==> src/rtl/bus_rr_arbiter.sv <==
// rtl/bus_rr_arbiter.sv - round-robin arbiter sharing one req/gnt/rvalid device port
// One transaction outstanding at the device, with a watchdog that retires hung transactions.

module bus_rr_arbiter #(
    parameter int NrHosts       = 2,
    parameter int AddrWidth     = 32,
    parameter int DataWidth     = 32,
    parameter int TimeoutCycles = 64
) (
    input  logic                   clk_i,
    input  logic                   rst_ni,
    input  logic [NrHosts-1:0]     host_req_i,
    output logic [NrHosts-1:0]     host_gnt_o,
    input  logic [AddrWidth-1:0]   host_addr_i  [NrHosts],
    input  logic [NrHosts-1:0]     host_we_i,
    input  logic [DataWidth/8-1:0] host_be_i    [NrHosts],
    input  logic [DataWidth-1:0]   host_wdata_i [NrHosts],
    output logic [NrHosts-1:0]     host_rvalid_o,
    output logic [DataWidth-1:0]   host_rdata_o [NrHosts],
    output logic [NrHosts-1:0]     host_err_o,
    output logic                   dev_req_o,
    input  logic                   dev_gnt_i,
    output logic [AddrWidth-1:0]   dev_addr_o,
    output logic                   dev_we_o,
    output logic [DataWidth/8-1:0] dev_be_o,
    output logic [DataWidth-1:0]   dev_wdata_o,
    input  logic                   dev_rvalid_i,
    input  logic [DataWidth-1:0]   dev_rdata_i,
    input  logic                   dev_err_i
);

    localparam int IdxW = $clog2(NrHosts);
    localparam int CntW = $clog2(TimeoutCycles);

    typedef enum logic {
        S_IDLE,
        S_BUSY
    } state_e;

    state_e            state_q, state_d;
    logic [IdxW-1:0]   prio_q, prio_d;
    logic [IdxW-1:0]   owner_q, owner_d;
    logic [CntW-1:0]   cnt_q, cnt_d;
    logic              any_req;
    logic [IdxW-1:0]   winner;
    logic              arb_en;
    int                idx;

    // Scan hosts starting at the priority pointer, wrapping at NrHosts.
    always_comb begin
        any_req = 1'b0;
        winner  = '0;
        idx     = 0;
        for (int i = 0; i < NrHosts; i++) begin
            idx = int'(prio_q) + i;
            if (idx >= NrHosts) begin
                idx = idx - NrHosts;
            end
            if (!any_req && host_req_i[idx]) begin
                any_req = 1'b1;
                winner  = IdxW'(idx);
            end
        end
    end

    always_comb begin
        state_d       = state_q;
        prio_d        = prio_q;
        owner_d       = owner_q;
        cnt_d         = cnt_q;
        arb_en        = 1'b0;
        host_gnt_o    = '0;
        host_rvalid_o = '0;
        host_err_o    = '0;
        for (int i = 0; i < NrHosts; i++) begin
            host_rdata_o[i] = '0;
        end
        dev_req_o     = 1'b0;
        dev_addr_o    = '0;
        dev_we_o      = 1'b0;
        dev_be_o      = '0;
        dev_wdata_o   = '0;

        case (state_q)
            S_IDLE: begin
                arb_en = 1'b1;
            end
            S_BUSY: begin
                cnt_d = cnt_q + 1'b1;
                if (dev_rvalid_i) begin
                    host_rvalid_o[owner_q] = 1'b1;
                    host_rdata_o[owner_q]  = dev_rdata_i;
                    host_err_o[owner_q]    = dev_err_i;
                    arb_en                 = 1'b1;
                    state_d                = S_IDLE;
                end else if (cnt_q == CntW'(TimeoutCycles - 1)) begin
                    // Watchdog: retire the hung transaction as an error, no issue this cycle.
                    host_rvalid_o[owner_q] = 1'b1;
                    host_err_o[owner_q]    = 1'b1;
                    state_d                = S_IDLE;
                end
            end
            default: begin
                state_d = S_IDLE;
            end
        endcase

        if (arb_en && any_req) begin
            dev_req_o   = 1'b1;
            dev_addr_o  = host_addr_i[winner];
            dev_we_o    = host_we_i[winner];
            dev_be_o    = host_be_i[winner];
            dev_wdata_o = host_wdata_i[winner];
            if (dev_gnt_i) begin
                host_gnt_o[winner] = 1'b1;
                owner_d            = winner;
                prio_d             = (winner == IdxW'(NrHosts - 1)) ? '0 : winner + 1'b1;
                cnt_d              = '0;
                state_d            = S_BUSY;
            end
        end
    end

    always_ff @(posedge clk_i) begin
        if (!rst_ni) begin
            state_q <= S_IDLE;
            prio_q  <= '0;
            owner_q <= '0;
            cnt_q   <= '0;
        end else begin
            state_q <= state_d;
            prio_q  <= prio_d;
            owner_q <= owner_d;
            cnt_q   <= cnt_d;
        end
    end

endmodule

==> config.mk <==
export PLATFORM = sky130hd
export DESIGN_NAME = bus_rr_arbiter
export DESIGN_NICKNAME = d
export VERILOG_FILES = /design/src/rtl/bus_rr_arbiter.sv
export SDC_FILE = /design/constraint.sdc
export NUM_CORES = 1
export LEC_CHECK = 0
export ABC_CLOCK_PERIOD_IN_PS = 3900
export CELL_PAD_IN_SITES_DETAIL_PLACEMENT = 0
export CELL_PAD_IN_SITES_GLOBAL_PLACEMENT = 1
export CORE_ASPECT_RATIO = 0.7
export CORE_UTILIZATION = 13
export CTS_CLUSTER_SIZE = 14
export DETAILED_ROUTE_END_ITERATION = 12
export GPL_TIMING_DRIVEN = 1
export HOLD_SLACK_MARGIN = 0.03
export PLACE_DENSITY = 0.91
export REMOVE_ABC_BUFFERS = 1
export SLEW_MARGIN = 40
export SYNTH_ARGS = -nofsm -noshare
export SYNTH_HDL_FRONTEND = slang
export SYNTH_SLANG_ARGS = --single-unit
==> constraint.sdc <==
create_clock -name clk_i -period 3.9 [get_ports clk_i]
set_input_delay 1.17 -clock clk_i [delete_from_list [all_inputs] [get_ports clk_i]]
set_output_delay 1.17 -clock clk_i [all_outputs]
set_load 0.05 [all_outputs]
==> flow_summary.ini <==
[synthesis]
synth_edf_count = 0
ys_warn_count = 0
synth_area_per_cell_um2 = 5.12
synthFlopType = dfxtp_1
synth_cell_types = 35
syn-instance-count = 409
synthArstFlopShare_pct = 0
ys_seq_elements = 9
yosysSeqAreaShare_pct = 8.61
netlist_area_um2 = 2090

[setup_path]
critPathMaxStageDelay_ps = 430
cp-start-kind = input port
cpMaxStageDelayCell = clkdlybuf4s50_1
cp.required_ps = 2730
cpMostUsedCell = buf_4
reg2reg_to = prio_q
ff2ff_setup_slack_ps = 2360
worstPathCellList = clkdlybuf4s50_1, buf_4, o21ai_4, buf_4, a21oi_2, buf_4, buf_12
worstSetupPathType = in2out
path_max_fanout = 10
rr_worst_depth = 5
arrival_ps = 2690
endpoint_kind = output pin
cp_num_buf_inv = 5
crit_family = buffers and inverters
worstReg2RegStart = state_q

[detailed_routing]
drc = 0
wl_per_cell_um = 15.5
via_count = 4088
highest_layer = met4
wl_met3_um = 864
dr.pass1.iters = 4
wirelength_um = 14100
wl_met1_um = 6020
drtIter0Drc = 344
ant_nets = 0
wl_met2_um = 7140
vias_per_cell = 4.50

[grt]
antenna_found_initial = 0
grt_max_degree = 67
grt_overflow = 0
grt_pass1_vias = 3908
grt_use_total_pct = 15.8
grt_pass1_wl_um = 21400

[sta]
setup_tns_ps = 0
tightestPinTransition_ps = 479
rsz0062_at_grt = yes
post-route-period-util_pct = 99.0
finalHoldViolCount = 0
timing.fmax_mhz = 259
setup_viol = 0
finClkSkew_ps = 2.82
slew_viol_final = 0
period_needed_ps = 3860
relSlewSlack_pct = 67.9

[clock_tree]
clk-insertion-delay-late_ps = 240
clock_tree.buffer_depth = 2
cts_tree = built
clock_sinks = 9
clock-root-buffer = clkbuf_16
cts_max_level = 1
clkTransAtPathRegs_ps = 40
cts_buffers = 3

[power_and_ir_drop]
p_leak_nw = 2.68
powerDensity_nw_per_um2 = 202
vdd.ir_drop.worst_v = 0.000137

[finish]
multi_input_area_um2 = 1770
synthToLayoutAreaGrowth_pct = 241
layout_commonest_cell = clkdlybuf4s50_1
nFillCells = 1491
final_nets = 888
final_cell_mix = clkdlybuf4s50_1, buf_12, nor2_1
drive_above_1_share_pct = 27.8
register_area_um2 = 180
antenna_cells = 0
stdcell_area_um2 = 7130

[floorplan]
initial_core_util_pct = 13.4
dieArea_um2 = 16600
std_cell_rows = 38
core_um2 = 15600
die_x_um = 154
num_io_pins = 317
die_h_um = 108

[flow_run]
maxCapViolations = 0

[placed_design]
port_buffers = 316
dpl.hpwl_um = 11400
gp_congestion = 0.783
dpl-instance-area_um2 = 6970

[hold_path]
holdPathEnd = cnt_q[5]
worstHoldStart = cnt_q[5]
min_delay_path_depth = 2
min_path_type = reg2reg

[outcome]
status = finished, final reports clean
-- worst register-to-register path, stage by stage (launching register included) --
cell and delay, ps:
dfxtp_1 320, buf_4 400, nor2b_1 300, nor3_2 90
buf_4 140, o211a_1 190
-- state kept, by name, summed over array words and instances (netlist names) --
| name | cells |
|---|---|
| owner_q | 1 |
| cnt_q | 6 |
| state_q | 1 |
| prio_q | 1 |
-- cell type report --
class	count	share of cell area [%]
repair buffers	343	67.7
multi-input cells	348	24.9
well taps	200	3.51
flip-flops and latches	9	2.53
clock buffers	3	1.05
inverters	5	0.263
clock inverters	1	0.0702
-- metal layers --
layer  global-route usage [%]  up-vias
met5                        0        -
li1                         -     2017
met4                     2.21        0
met2                     27.6      158
met1                     21.0     1904
met3                     2.16        9
-- kinds of logic (layout without fill, tap and decap cells) --
logic type,count (synthesis),after routing,share of synthesized area (%)
AOI/OAI and AO/OA,149,149,36.9
xor gates and xnor gates,4,4,1.67
adders and majority gates,1,1,0.598
buffers and inverters,52,352,10.8
DFF,9,9,8.61
muxes,1,1,0.478
and+or+nand+nor,193,193,40.9
-- worst max-delay path by stage --
stage	from	end	slack, ps	cells after the start
2_1_floorplan	host_req_i[0]	host_gnt_o[0]	-830	2
3_3_place_gp	host_req_i[0]	dev_addr_o[11]	-80	8
3_5_place_dp	host_req_i[0]	dev_addr_o[11]	-80	8
4_1_cts	host_req_i[0]	dev_addr_o[11]	-10	8
5_1_grt	host_req_i[0]	dev_wdata_o[23]	-60	6
6_report	host_req_i[0]	dev_addr_o[11]	40	7
-- cell usage after synthesis, types with 3 or more instances --
cell type  count  area, um2
buf_4          3       22.5
nand3_1       70        350
o21ai_1       10       50.1
nand4_1        3       18.8
nand2b_1       3       18.8
inv_1          4       15.0
clkbuf_1      25       93.8
buf_2         14       70.1
o21ai_0       60        300
buf_1          4       15.0
a21oi_1       70        350
xor2_1         3       26.3
nand2_1       38        143
nor2_1        71        267
dfxtp_1        9        180
-- where the power goes --
group           total, W  internal (W)  switching (W)
Clock           0.000183      0.000135      0.0000481
Sequential     0.0000982     0.0000955     0.00000272
Combinational    0.00116      0.000565       0.000594
Total            0.00144      0.000795       0.000645
-- repair_timing --
item / CTS / global route
pin swaps: 1 / 10
gates resized for setup: 3 / 18
setup endpoints to repair: 5 / 56
setup buffers: 0 / 0
hold buffers: 0 / 0
-- through the flow --
| stage | power [W] | worst slack, ps | utilization (%) | cells | hold slack (ps) |
|---|---|---|---|---|---|
| final | 0.00144 | 39.9 | 45.7 | 909 | 534 |
| after CTS | 0.00144 | -14.1 | 45.3 | 909 | 535 |
| after global routing | 0.00150 | -58.5 | 45.7 | 909 | 553 |
| after floorplan | 0.000566 | -830 | - | 362 | 478 |
| after detailed placement | 0.00125 | -82.1 | 44.7 | 905 | 520 |
| after global placement | 0.00124 | -78.8 | 44.7 | 905 | 501 |
No activity file was read; power rests on OpenSTA's default activity.
